==> config.mk <==
export PLATFORM = sky130hd
export DESIGN_NAME = csr_exec_unit
export DESIGN_NICKNAME = d
export VERILOG_FILES = /design/src/rtl/csr_exec_unit.sv
export SDC_FILE = /design/constraint.sdc
export NUM_CORES = 1
export LEC_CHECK = 0
export ABC_AREA = 1
export BUFFER_PORTS_ARGS = -buffer_cell sky130_fd_sc_hd__buf_2
export CORE_MARGIN = 2
export CORE_UTILIZATION = 50
export CTS_CLUSTER_SIZE = 10
export DETAILED_ROUTE_END_ITERATION = 10
export GPL_TIMING_DRIVEN = 0
export HOLD_SLACK_MARGIN = 0.1
export PLACE_DENSITY = 0.82
export SETUP_SLACK_MARGIN = 0.15
export SLEW_MARGIN = 15
export SYNTH_ARGS = -nofsm -noshare
export SYNTH_HDL_FRONTEND = slang
export SYNTH_SLANG_ARGS = --single-unit
==> constraint.sdc <==
create_clock -name clk -period 2.9 [get_ports clk]
set_clock_uncertainty 0.2 [all_clocks]
set_input_delay 0.435 -clock clk [delete_from_list [all_inputs] [get_ports clk]]
set_output_delay 0.435 -clock clk [all_outputs]
set_load 0.01 [all_outputs]
==> src/rtl/csr_exec_unit.sv <==
// csr_exec_unit: executes Zicsr ops (CSRRW/S/C and immediate forms) as a
// read-modify-write against the downstream csr register file, one op at a time.
//
// state    | meaning
// ---------+-----------------------------------------------------------
// S_IDLE   | ready for a new op; decode and latch on accept
// S_RD_REQ | csr_read pulse to the csr file
// S_RD_CAP | csr read data returns; capture old value
// S_WR     | csr_write pulse with the merged write data
// S_RESP   | result held on out_* until the consumer takes it
module csr_exec_unit #(
   parameter int XLEN   = 32,
   parameter int ADDR_W = 12
) (
   input  logic              clk,
   input  logic              rst,
   input  logic              in_valid,
   output logic              in_ready,
   input  logic [2:0]        in_funct3,
   input  logic [ADDR_W-1:0] in_addr,
   input  logic [XLEN-1:0]   in_rs1_data,
   input  logic [4:0]        in_rs1_field,
   input  logic [4:0]        in_rd_idx,
   output logic              csr_read,
   output logic              csr_write,
   output logic [ADDR_W-1:0] csr_addr,
   output logic [XLEN-1:0]   csr_write_data,
   input  logic [XLEN-1:0]   csr_read_data,
   output logic              out_valid,
   input  logic              out_ready,
   output logic [4:0]        out_rd_idx,
   output logic [XLEN-1:0]   out_rd_data,
   output logic              out_rd_we,
   output logic              out_illegal
);

   typedef enum logic [2:0] {
      S_IDLE   = 3'd0,
      S_RD_REQ = 3'd1,
      S_RD_CAP = 3'd2,
      S_WR     = 3'd3,
      S_RESP   = 3'd4
   } state_t;

   state_t            r_state;
   state_t            w_state_nxt;

   logic [1:0]        r_op;
   logic [ADDR_W-1:0] r_addr;
   logic [XLEN-1:0]   r_operand;
   logic [4:0]        r_rd_idx;
   logic              r_do_read;
   logic              r_do_write;
   logic              r_illegal;
   logic [XLEN-1:0]   r_old;

   logic              w_is_rw;
   logic [XLEN-1:0]   w_operand;
   logic              w_do_read;
   logic              w_do_write;
   logic              w_illegal;
   logic [XLEN-1:0]   w_wdata;

   // funct3[1:0] selects RW/RS/RC; funct3[2] selects the zero-extended immediate.
   // Set/clear with a zero source never writes, so read-only CSRs stay legal for them.
   assign w_is_rw    = (in_funct3[1:0] == 2'b01);
   assign w_operand  = in_funct3[2] ? {{(XLEN-5){1'b0}}, in_rs1_field} : in_rs1_data;
   assign w_do_read  = !(w_is_rw && (in_rd_idx == 5'd0));
   assign w_do_write = w_is_rw || (in_rs1_field != 5'd0);
   assign w_illegal  = (in_funct3[1:0] == 2'b00) ||
                       (w_do_write && (in_addr[ADDR_W-1:ADDR_W-2] == 2'b11));

   // Merge operand into the old value; set/clear are pure bitwise ops.
   always_comb begin
      w_wdata = r_operand;
      case (r_op)
         2'b10:   w_wdata = r_old | r_operand;
         2'b11:   w_wdata = r_old & ~r_operand;
         default: w_wdata = r_operand;
      endcase
   end

   // State register; async reset drops any op in flight.
   always_ff @(posedge clk or negedge rst) begin
      if (!rst) r_state <= S_IDLE;
      else      r_state <= w_state_nxt;
   end

   // Next state and Moore outputs; strobes and results are driven only in their own state.
   always_comb begin
      w_state_nxt    = r_state;
      in_ready       = 1'b0;
      csr_read       = 1'b0;
      csr_write      = 1'b0;
      csr_addr       = '0;
      csr_write_data = '0;
      out_valid      = 1'b0;
      out_rd_idx     = 5'd0;
      out_rd_data    = '0;
      out_rd_we      = 1'b0;
      out_illegal    = 1'b0;
      case (r_state)
         S_IDLE: begin
            in_ready = 1'b1;
            if (in_valid) begin
               if (w_illegal)      w_state_nxt = S_RESP;
               else if (w_do_read) w_state_nxt = S_RD_REQ;
               else                w_state_nxt = S_WR;
            end
         end
         S_RD_REQ: begin
            csr_read    = 1'b1;
            csr_addr    = r_addr;
            w_state_nxt = S_RD_CAP;
         end
         S_RD_CAP: begin
            w_state_nxt = r_do_write ? S_WR : S_RESP;
         end
         S_WR: begin
            csr_write      = 1'b1;
            csr_addr       = r_addr;
            csr_write_data = w_wdata;
            w_state_nxt    = S_RESP;
         end
         S_RESP: begin
            out_valid   = 1'b1;
            out_rd_idx  = r_rd_idx;
            out_rd_data = r_old;
            out_rd_we   = r_do_read && !r_illegal && (r_rd_idx != 5'd0);
            out_illegal = r_illegal;
            if (out_ready) w_state_nxt = S_IDLE;
         end
         default: w_state_nxt = S_IDLE;
      endcase
   end

   // Latch the decoded op on accept and capture the old CSR value in RD_CAP.
   always_ff @(posedge clk or negedge rst) begin
      if (!rst) begin
         r_op       <= 2'b00;
         r_addr     <= '0;
         r_operand  <= '0;
         r_rd_idx   <= 5'd0;
         r_do_read  <= 1'b0;
         r_do_write <= 1'b0;
         r_illegal  <= 1'b0;
         r_old      <= '0;
      end else if (r_state == S_IDLE && in_valid) begin
         r_op       <= in_funct3[1:0];
         r_addr     <= in_addr;
         r_operand  <= w_operand;
         r_rd_idx   <= in_rd_idx;
         r_do_read  <= w_do_read;
         r_do_write <= w_do_write;
         r_illegal  <= w_illegal;
         r_old      <= '0;
      end else if (r_state == S_RD_CAP) begin
         r_old      <= csr_read_data;
      end
   end

endmodule

* After elaboration in Yosys (flattened, before gate mapping)
Cells that the tools add are included.
** Word-level totals
- Bits of input ports :: 93
- Bits in registers :: 89
- Logic and storage cells :: 59
** Cells by class
- Equal/unequal tests :: 10
- Reductions and logical operators :: 17
- Bitwise logic cells :: 3
- Multiplexer cells :: 20
** Operator list (number)
- $mux 32 :: 5
- $pmux 32 s2 :: 1
- $and 32x32->32 :: 1
- $not 32->32 :: 1
- $or 32x32->32 :: 1
- $pmux 3 s5 :: 1
- $mux 12 :: 1
- $mux 3 :: 4
- $reduce_bool 5->1 :: 2
- $eq 2x2->1 const B :: 3
- $eq 3x2->1 const B :: 2
- $mux 1 :: 6
- $logic_and 1x1->1 :: 5
- $logic_not 5->1 :: 1
- $mux 5 :: 1
- $ne 2x2->1 const B :: 2
- $eq 3x1->1 const B :: 1
- $eq 3x3->1 const B :: 1
- $logic_not 3->1 :: 1
- $eq 2x1->1 const B :: 1
- $logic_not 1->1 :: 2
- $logic_not 2->1 :: 1
- $logic_or 1x1->1 :: 2
- $mux 2 :: 1
- other kinds (3) :: 3

* Depth between registers and ports, before layout
Gate-level depths: netlist of the first run.
- Depth in word-level cells :: 7
- Mapped depth :: 9
- Mapped depth without buffers :: 9

* Least setup slack after synthesis of the first run
No wires, ideal clock.
- Path type :: reg2out
- From :: reg r_state[2]
- To :: out csr_write_data[10]
- Data arrival time :: 1.211 ns
- Setup slack :: 1.054 ns
- Data required time :: 2.265 ns
- Cell stages (with the launch flop) :: 7
- Cells stage by stage :: dfrtp_1 > inv_1 > nand2_1 > nor2_2 > clkbuf_1 > o21ai_0 > nor2_1
** Between the ends
- Word-level cells in the longest chain between the ends :: 2
** Ends and longest elaborated chain
- start, declared :: line 45 : state_t r_state;
- start signal, assigned :: line 86 : else r_state <= w_state_nxt;
- $eq 3x2->1 :: line 102 : case (r_state)
- $mux 32 :: line 102
- end, declared :: line 27 : output logic [XLEN-1:0] csr_write_data,
No other way between the ends.

* Worst setup path after layout of the first run
- From :: reg r_state[2]
- To :: out csr_write_data[9]
Same word-level chain as after synthesis.

==> results of run 1 <==
==> synth_stat cells <==
master | n | area share [%]
nand2_2 | 1 | 0.14
nand3_1 | 19 | 2.1
o21ai_1 | 36 | 4.0
o211ai_1 | 1 | 0.16
nand3_2 | 15 | 3.3
inv_2 | 2 | 0.16
buf_4 | 3 | 0.49
nor3_1 | 1 | 0.11
nand2_4 | 1 | 0.25
buf_6 | 4 | 0.99
nand2_1 | 77 | 6.3
o31ai_1 | 4 | 0.66
or2_1 | 1 | 0.14
nand4_1 | 1 | 0.14
o21ai_0 | 67 | 7.4
dfrtp_1 | 89 | 49
a31oi_1 | 1 | 0.14
inv_4 | 1 | 0.14
nor2_1 | 100 | 8.2
o21ai_2 | 10 | 1.9
clkbuf_1 | 9 | 0.74
nor2_2 | 3 | 0.41
inv_1 | 90 | 7.4
buf_2 | 18 | 2.0
a21oi_1 | 35 | 3.8
==> final cells by class <==
class	instances	area share, %
buffer	34	3.19
timing repair buffer	213	20.4
inverter	93	5.74
clock inverter	3	0.408
clock buffer	13	2.59
tap	108	2.21
sequential	89	36.3
multi-input combinational	373	29.1
==> power breakdown <==
group	switching [mW]	internal [mW]
Sequential	0.311	1.82
Clock	0.445	0.363
Combinational	1.57	0.837
==> through the flow <==
step                area (um2)  util (%)  instances
floorplan                 4560         -        589
global placement          5590      63.7        876
detailed placement        5610      64.0        877
CTS                       6120      69.9        926
global route              6130      69.9        926
finish                    6130      69.9        926
==> metal layers <==
layer,vias up,track usage [%]
met4,0,11.1
met2,229,46.6
li1,2314,-
met1,2267,37.7
met5,-,0
met3,25,5.90
==> logic make-up (layout without fill, tap and decap cells) <==
| family | after synthesis | after routing |
|---|---|---|
| flip-flops | 89 | 89 |
| AO/OA/AOI/OAI | 154 | 154 |
| buffers and inverters | 127 | 356 |
| AND/OR/NAND/NOR | 219 | 219 |
==> what timing repair did <==
action	CTS	global route
endpoints found under the hold margin	84	0
setup endpoints to repair	0	22
gates resized for setup	0	6
hold buffers	33	0
buffers inserted	0	0
==> flip-flops by register name (all words and copies together) (netlist names) <==
register    cells
r_addr         12
r_do_write      1
r_rd_idx        5
r_do_read       1
r_op            2
r_illegal       1
r_operand      32
r_old          32
r_state         3
==> path summary, 6_finish.rpt <==
path / startpoint / endpoint / slack, ns / cells past startpoint
worst max register to register: r_state[2]$_DFFE_PN0P_ / r_old[13]$_DFFE_PN0P_ / 1.02 / 7
worst min register to register: r_do_read$_DFFE_PN0P_ / r_do_read$_DFFE_PN0P_ / 0.31 / 2
min in group asynchronous: rst / r_old[22]$_DFFE_PN0P_ / 0.47 / 2
worst min-delay path: csr_read_data[2] / r_old[2]$_DFFE_PN0P_ / 0.09 / 3
worst max-delay path: r_state[2]$_DFFE_PN0P_ / csr_write_data[9] / 0.29 / 7
max in group asynchronous: rst / r_old[5]$_DFFE_PN0P_ / 1.37 / 3
==> critical path: cells and delay by family, from the launching register on <==
family / cells / cell delay, ns
AO/OA/AOI/OAI: 1 / 0.11
flip-flops: 1 / 0.42
buffers and inverters: 3 / 0.55
AND/OR/NAND/NOR: 3 / 0.53
==> results.yml, run 1 <==
outcome:
  status: "finished clean"
job:
  max-cap-violations: 0
yosys:
  synth_cell_types: 25
  synth_compound_area_share_pct: 18.0
  seq_area_frac_synth_pct: 48.9
  synth.area.mux_share_pct: 0
  yosysWarnings: 0
  synthSimpleGateAreaFrac_pct: 21.1
  synth_top_family_by_area: "simple AND/OR/NAND/NOR gates"
  syn_area_um2: 4560
  yosys.area_share.xor_xnor_pct: 0
  syn_inst: 589
  syn_nets: 682
  syn_area_per_cell_um2: 7.73
  ys_ff_latch: 89
  synthAdderAreaFrac_pct: 0
timing:
  tightestPinTransition_ns: 0.702
  slew_headroom_pct: 53.2
  max_freq_ghz: 0.384
  period_needed_ns: 2.61
  finalHoldViolCount: 0
  tns_ns: 0
  finalSetupViolations: 0
  rsz0062_at_grt: "false"
  maxSlewViolCount: 0
  fin_ws_ns: 0.295
  period_share_pct: 89.8
  whs_ns: 0.0910
pwr:
  p_leak_nw: 3.15
  power.total_mw: 5.34
  cellPowerDensity_nw_per_um2: 872
  vdd_drop_max_v: 0.000493
floorplanning:
  die-area_um2: 9890
  die_x_um: 99.5
  io_pins: 180
  rows: 34
  start_util_pct: 52.0
  dieHeight_um: 99.5
  coreArea_um2: 8760
critical_path:
  crit_chain: "inv_1, nand2_1, nor2_2, clkbuf_2, o21ai_0, nor2_1, buf_2"
  worstSetupPathType: "flip-flop to output pin"
  crit_path_top_delay_cell: "dfrtp_1"
  setup.worst_path.start_class: "flip-flop"
  path_max_fanout: 10
  critPathArrivalTime_ns: 1.97
  cp.required_ns: 2.27
  cp-end-kind: "output pin"
  slowest_delay_ns: 0.42
final_layout:
  regArea_um2: 2230
  layout-drive-gt1-share_pct: 31.2
  nets: 906
  layout_common_cells: "buf_2, nor2_1, inv_1, dfrtp_1, nand2_1"
  layout_commonest_cell: "buf_2"
  num_antenna_cells: 0
  fillers: 724
  multi_input_area_um2: 1790
  area_delta_synth_final_pct: 34.5
worst_hold_path:
  worst_hold_path_type: "primary input to flip-flop"
place:
  gp_congestion: 0.859
  port_buffers: 179
  dp_slack_ns: 0.580
  hpwl_um: 9750
detailed_routing:
  wl_um: 13700
  wl_per_cell_um: 14.8
  via_count: 4835
  drc: 0
  drtIter0Drc: 225
  met3_length_um: 1040
  dr_wl_met2_um: 6600
  firstDrtPassIters: 5
  vias_per_cell: 5.22
  drt-met1-wl_um: 5750
  highest_layer: "met4"
  antenna_left: 0
clock_network:
  clkSinkCount: 89
  cts.path.max_buffers: 2
  numCtsBuffers: 9
  htree_levels: 3
  clockRootBuffer: "clkbuf_8"
  clkSlewWorstSetupHoldPaths_ns: 0.09
  cts_tree: "done"
  clkLatencyLatePin_ns: 0.35
global_route:
  grt_pass1_vias: 4794
  grt_pass1_wl_um: 22400
  overflow: 0
  antenna_found_initial: 0
  grt_max_degree: 54
  grt.total_usage_pct: 28.6
(Power assumes the default switching activity.)
==> run 2: changes to the inputs <==
--- a/config.mk
+++ b/config.mk
@@ -6,14 +6,13 @@
 export NUM_CORES = 1
 export LEC_CHECK = 0
 export ABC_AREA = 1
-export BUFFER_PORTS_ARGS = -buffer_cell sky130_fd_sc_hd__buf_2
 export CORE_MARGIN = 2
 export CORE_UTILIZATION = 50
 export CTS_CLUSTER_SIZE = 10
 export DETAILED_ROUTE_END_ITERATION = 10
+export DONT_BUFFER_PORTS = 1
 export GPL_TIMING_DRIVEN = 0
 export HOLD_SLACK_MARGIN = 0.1
-export PLACE_DENSITY = 0.82
 export SETUP_SLACK_MARGIN = 0.15
 export SLEW_MARGIN = 15
 export SYNTH_ARGS = -nofsm -noshare
==> run 2 against run 1 <==
Total power grew 2.0%. Worst hold slack better by 0.040 ns. Sequential share of layout area increased by 1.7 points. Combinational power decreased by 4%. Critical path depth shrank 1. Maximum frequency increased by 2.8%. Non-clock buffer count is 123 lower. Flip-flop and latch count did not move.
==> results.yml, run 2 (synthesized netlist as in run 1, its figures left out) <==
floorplanning:
  rows: 34
  die_x_um: 99.5
  die-area_um2: 9890
  coreArea_um2: 8760
  dieHeight_um: 99.5
  io_pins: 180
  start_util_pct: 52.0
timing:
  maxSlewViolCount: 0
  period_needed_ns: 2.54
  slew_headroom_pct: 62.2
  tightestPinTransition_ns: 0.567
  tns_ns: 0
  finalHoldViolCount: 0
  max_freq_ghz: 0.394
  period_share_pct: 87.4
  finalSetupViolations: 0
  rsz0062_at_grt: "false"
critical_path:
  crit_chain: "inv_1, nand2_1, nor2_4, buf_2, o21ai_0, nor2_1"
  critPathArrivalTime_ns: 1.90
  cp.required_ns: 2.27
  worstRegToRegCells: 8
  slowest_delay_ns: 0.43
  cp-end-kind: "output pin"
  path_max_fanout: 10
  crit_path_top_delay_cell: "dfrtp_1"
  setup.worst_path.start_class: "flip-flop"
  worstSetupPathType: "flip-flop to output pin"
detailed_routing:
  antenna_left: 0
  firstDrtPassIters: 4
  drc: 0
  wl_per_cell_um: 16.7
  vias_per_cell: 5.29
  via_count: 4249
  drtIter0Drc: 164
  wl_um: 13400
worst_hold_path:
  hold_path_depth: 2
  worst_hold_path_type: "primary input to flip-flop"
clock_network:
  post_cts_buffers: 0
  cts.path.max_buffers: 2
  htree_levels: 3
  clockRootBuffer: "clkbuf_8"
  cts_tree: "done"
  numCtsBuffers: 9
  clkSlewWorstSetupHoldPaths_ns: 0.10
  clkSinkCount: 89
  clkLatencyLatePin_ns: 0.36
final_layout:
  nets: 783
  top_regs: "r_old x32, r_operand x32, r_addr x12"
  layout-drive-gt1-share_pct: 11.1
  num_antenna_cells: 0
  layout_common_cells: "nor2_1, inv_1, dlygate4sd3_1, dfrtp_1, nand2_1"
  stdcell_count: 803
  area_delta_synth_final_pct: 28.4
  layout_commonest_cell: "nor2_1"
place:
  dp.cells: 697
  port_buffers: 0
  hpwl_um: 8840
  gp_congestion: 0.841
global_route:
  grt.total_usage_pct: 27.5
  grt_max_degree: 90
  grt_pass1_wl_um: 21500
  grt_pass1_vias: 4385
  overflow: 0
  antenna_found_initial: 0
pwr:
  p_leak_nw: 2.58
  power.total_mw: 5.45
  cellPowerDensity_nw_per_um2: 931
  vdd_drop_max_v: 0.000569
outcome:
  status: "finished clean"
job:
  max-cap-violations: 0
==> run 2: cell count changes in the layout (fill, tap and decap cells not counted), sizes merged, moves of 2 or more <==
cell / previous run / this run
buf: 205 / 26
bufinv: 0 / 2
clkbuf: 22 / 19
inv: 93 / 96
dlygate4sd3: 33 / 89
==> run 2: through the flow <==
stage	setup WS [ns]	hold slack, ns	cell area [um2]	util [%]
floorplan	1.05	-0.0606	4560	-
global placement	0.649	-0.0587	4690	53.5
detailed placement	0.617	-0.0584	4690	53.5
CTS	0.194	0.105	5840	66.7
global route	0.205	0.122	5850	66.7
finish	0.365	0.131	5850	66.7
==> run 2: worst paths after layout <==
path / end / slack [ns] / start
max: csr_write_data[26] / 0.36 / r_state[2]$_DFFE_PN0P_
min: r_op[1]$_DFFE_PN0P_ / 0.13 / in_funct3[1]
max reg2reg: r_operand[2]$_DFFE_PN0P_ / 0.82 / r_state[1]$_DFFE_PN0P_
min reg2reg: r_addr[10]$_DFFE_PN0P_ / 0.33 / r_addr[10]$_DFFE_PN0P_
max in group asynchronous: r_old[16]$_DFFE_PN0P_ / 1.65 / rst
min in group asynchronous: r_old[26]$_DFFE_PN0P_ / 0.50 / rst
==> run 2: layer usage <==
layer	wire length [um]	GRT usage, %	up-vias
li1	-	-	2058
met1	5810	36.9	2030
met2	6620	45.9	150
met3	930	6.75	11
met4	87	5.37	0
met5	0	0	-
==> run 2: layout make-up <==
| type | instances | area [um2] |
|---|---|---|
| Tap cell | 108 | 135 |
| Sequential cell | 89 | 2230 |
| Timing Repair Buffer | 90 | 918 |
| Buffer | 34 | 194 |
| Clock buffer | 10 | 138 |
| Fill cell | 767 | 2910 |
| Inverter | 93 | 352 |
| Clock inverter | 6 | 95.1 |
| Multi-Input combinational cell | 373 | 1790 |
==> run 2: worst max-delay path, delay by kind of cell (launching register included) <==
family                 cells  cell delay [ns]
AO/OA/AOI/OAI              1             0.13
buffers and inverters      2             0.41
flip-flops                 1             0.43
AND/OR/NAND/NOR            3             0.56
==> run 2: power by group <==
part	internal (mW)	total [mW]	switching, mW
Sequential	1.81	2.13	0.315
Combinational	0.784	2.32	1.54
Clock	0.520	0.995	0.475
==> run 2: what timing repair did <==
item,in CTS,in global routing
setup endpoints to repair,0,27
resized for setup,0,5
hold endpoints to repair,172,0
hold buffers,90,0
==> run 3: changes to the inputs <==
==> constraint.sdc (replaced) <==
create_clock -name clk -period 2.9 [get_ports clk]
set_clock_uncertainty 0.2 [all_clocks]
set_input_delay 0.29 -clock clk [delete_from_list [all_inputs] [get_ports clk]]
set_output_delay 0.29 -clock clk [all_outputs]
set_load 0.01 [all_outputs]
==> run 3 against run 2 <==
Register-to-register slack barely moved. Sequential power barely moved. Clock power rose by 0.4%. Largest cell class unchanged. Core utilization rose by 0.39 points. Final cell count rose by 0.50%. Via count fell by 0.40%. First-iteration DRC count rose by 7.3%. Worst hold slack got worse by 0.0036 ns. Wire length fell by 0.39%.
==> results.yml, run 3 (synthesized netlist as in run 1, its figures left out) <==
pwr:
  p_int_mw: 3.12
  p_leak_nw: 2.59
  cellPowerDensity_nw_per_um2: 926
  swShare_pct: 42.7
  p_switching_mw: 2.33
  clock_power_share_pct: 18.3
  p_comb_share_pct: 42.7
  seqPwrFrac_pct: 39.0
  vdd_drop_max_v: 0.000570
global_route:
  antenna_found_initial: 0
  overflow: 0
  grt_pass1_vias: 4392
  grt_pass1_wl_um: 21500
  grt_max_degree: 90
  grt.total_usage_pct: 27.5
final_layout:
  fillers: 763
  stdcell_area_um2: 5880
  nets: 787
  num_antenna_cells: 0
  area_delta_synth_final_pct: 29.1
  layout_common_cells: "nor2_1, dlygate4sd3_1, inv_1, dfrtp_1, nand2_1"
  top_regs: "r_old x32, r_operand x32, r_addr x12"
  layout_commonest_cell: "nor2_1"
  layout-drive-gt1-share_pct: 10.9
timing:
  tns_ns: 0
  max_freq_ghz: 0.397
  maxSlewViolCount: 0
  period_share_pct: 86.9
  finalHoldViolCount: 0
  finalSetupViolations: 0
  tightestPinTransition_ns: 0.568
  period_needed_ns: 2.52
  slew_headroom_pct: 62.2
  rsz0062_at_grt: "false"
  fin_ws_ns: 0.381
detailed_routing:
  drtIter0Drc: 176
  vias_per_cell: 5.24
  wl_um: 13400
  via_count: 4232
  firstDrtPassIters: 5
  drc: 0
  wl_per_cell_um: 16.6
  antenna_left: 0
floorplanning:
  dieHeight_um: 99.5
  start_util_pct: 52.0
  die_x_um: 99.5
  die-area_um2: 9890
  io_pins: 180
  coreArea_um2: 8760
  rows: 34
clock_network:
  numCtsBuffers: 9
  clkSinkCount: 89
  htree_levels: 3
  cts_tree: "done"
  clkSlewWorstSetupHoldPaths_ns: 0.10
  cts.path.max_buffers: 2
  post_cts_buffers: 0
  clkLatencyLatePin_ns: 0.36
  clockRootBuffer: "clkbuf_8"
critical_path:
  crit_path_top_delay_cell: "dfrtp_1"
  path_max_fanout: 10
  worstSetupPathType: "flip-flop to output pin"
  cp.required_ns: 2.41
  crit_chain: "inv_1, nand2_1, nor2_2, clkbuf_1, o21ai_0, nor2_1"
  cp-end-kind: "output pin"
  setup.worst_path.start_class: "flip-flop"
  critPathArrivalTime_ns: 2.03
  slowest_delay_ns: 0.42
  r2r_setup_slack_ns: 0.82
place:
  port_buffers: 0
  dp_slack_ns: 0.762
  place_area_um2: 4690
  hpwl_um: 8840
  gp_congestion: 0.841
outcome:
  status: "finished clean"
job:
  max-cap-violations: 0
worst_hold_path:
  worst_hold_path_type: "primary input to flip-flop"
## run 3: area by class of cell
class,instances,area (um2),share of cell area (%)
plain buffers,34,193,3.28
inverters,93,352,5.98
repair buffers,94,958,16.3
multi-input cells,373,1790,30.3
clock inverters,6,95.1,1.62
well taps,108,135,2.30
flip-flops and latches,89,2230,37.9
clock buffers,10,138,2.34
## run 3: power groups by stage
stage | combinational [mW] | clock, mW | sequential (mW)
finish | 2.32 | 0.999 | 2.12
global route | 2.64 | 1.07 | 2.19
CTS | 2.32 | 1.02 | 2.12
detailed placement | 2.12 | 0 | 2.14
global placement | 2.06 | 0 | 2.12
floorplan | 1.65 | 0 | 2.05
## run 3: per-stage QoR
step / power, mW / utilization, % / instances / hold slack [ns]
4_1_cts: 5.46 / 67.1 / 807 / 0.102
3_5_place_dp: 4.26 / 53.5 / 697 / -0.203
2_1_floorplan: 3.70 / - / 589 / -0.206
3_3_place_gp: 4.18 / 53.5 / 697 / -0.204
5_1_grt: 5.90 / 67.1 / 807 / 0.164
6_report: 5.45 / 67.1 / 807 / 0.128
## run 3: metal layers
layer  track usage (%)  routed length, um
met4              5.48                107
met5                 0                  0
met1              36.9               5730
met3              6.54                895
met2              46.2               6670
## run 3: timing repair
item / in CTS / in global routing
hold endpoints to repair: 178 / 0
endpoints found under the setup margin: 0 / 4
hold buffers: 94 / 0
resized for setup: 0 / 2
## run 3: worst max-delay path, delay by kind of cell (launching register included)
family / cells / cell delay, ns
flops: 1 / 0.42
simple gates: 3 / 0.62
buf+inv: 2 / 0.46
compound gates: 1 / 0.16
## run 3: path summary, 6_finish.rpt
path / start / end / cells past startpoint
hold / removal: in_addr[11] / r_state[0]$_DFFE_PN0P_ / 5
hold reg to reg: r_do_read$_DFFE_PN0P_ / r_do_read$_DFFE_PN0P_ / 2
max in group asynchronous: rst / r_old[16]$_DFFE_PN0P_ / 2
setup / recovery: r_state[2]$_DFFE_PN0P_ / csr_write_data[14] / 6
min in group asynchronous: rst / r_old[26]$_DFFE_PN0P_ / 2
setup reg to reg: r_state[1]$_DFFE_PN0P_ / r_operand[2]$_DFFE_PN0P_ / 8
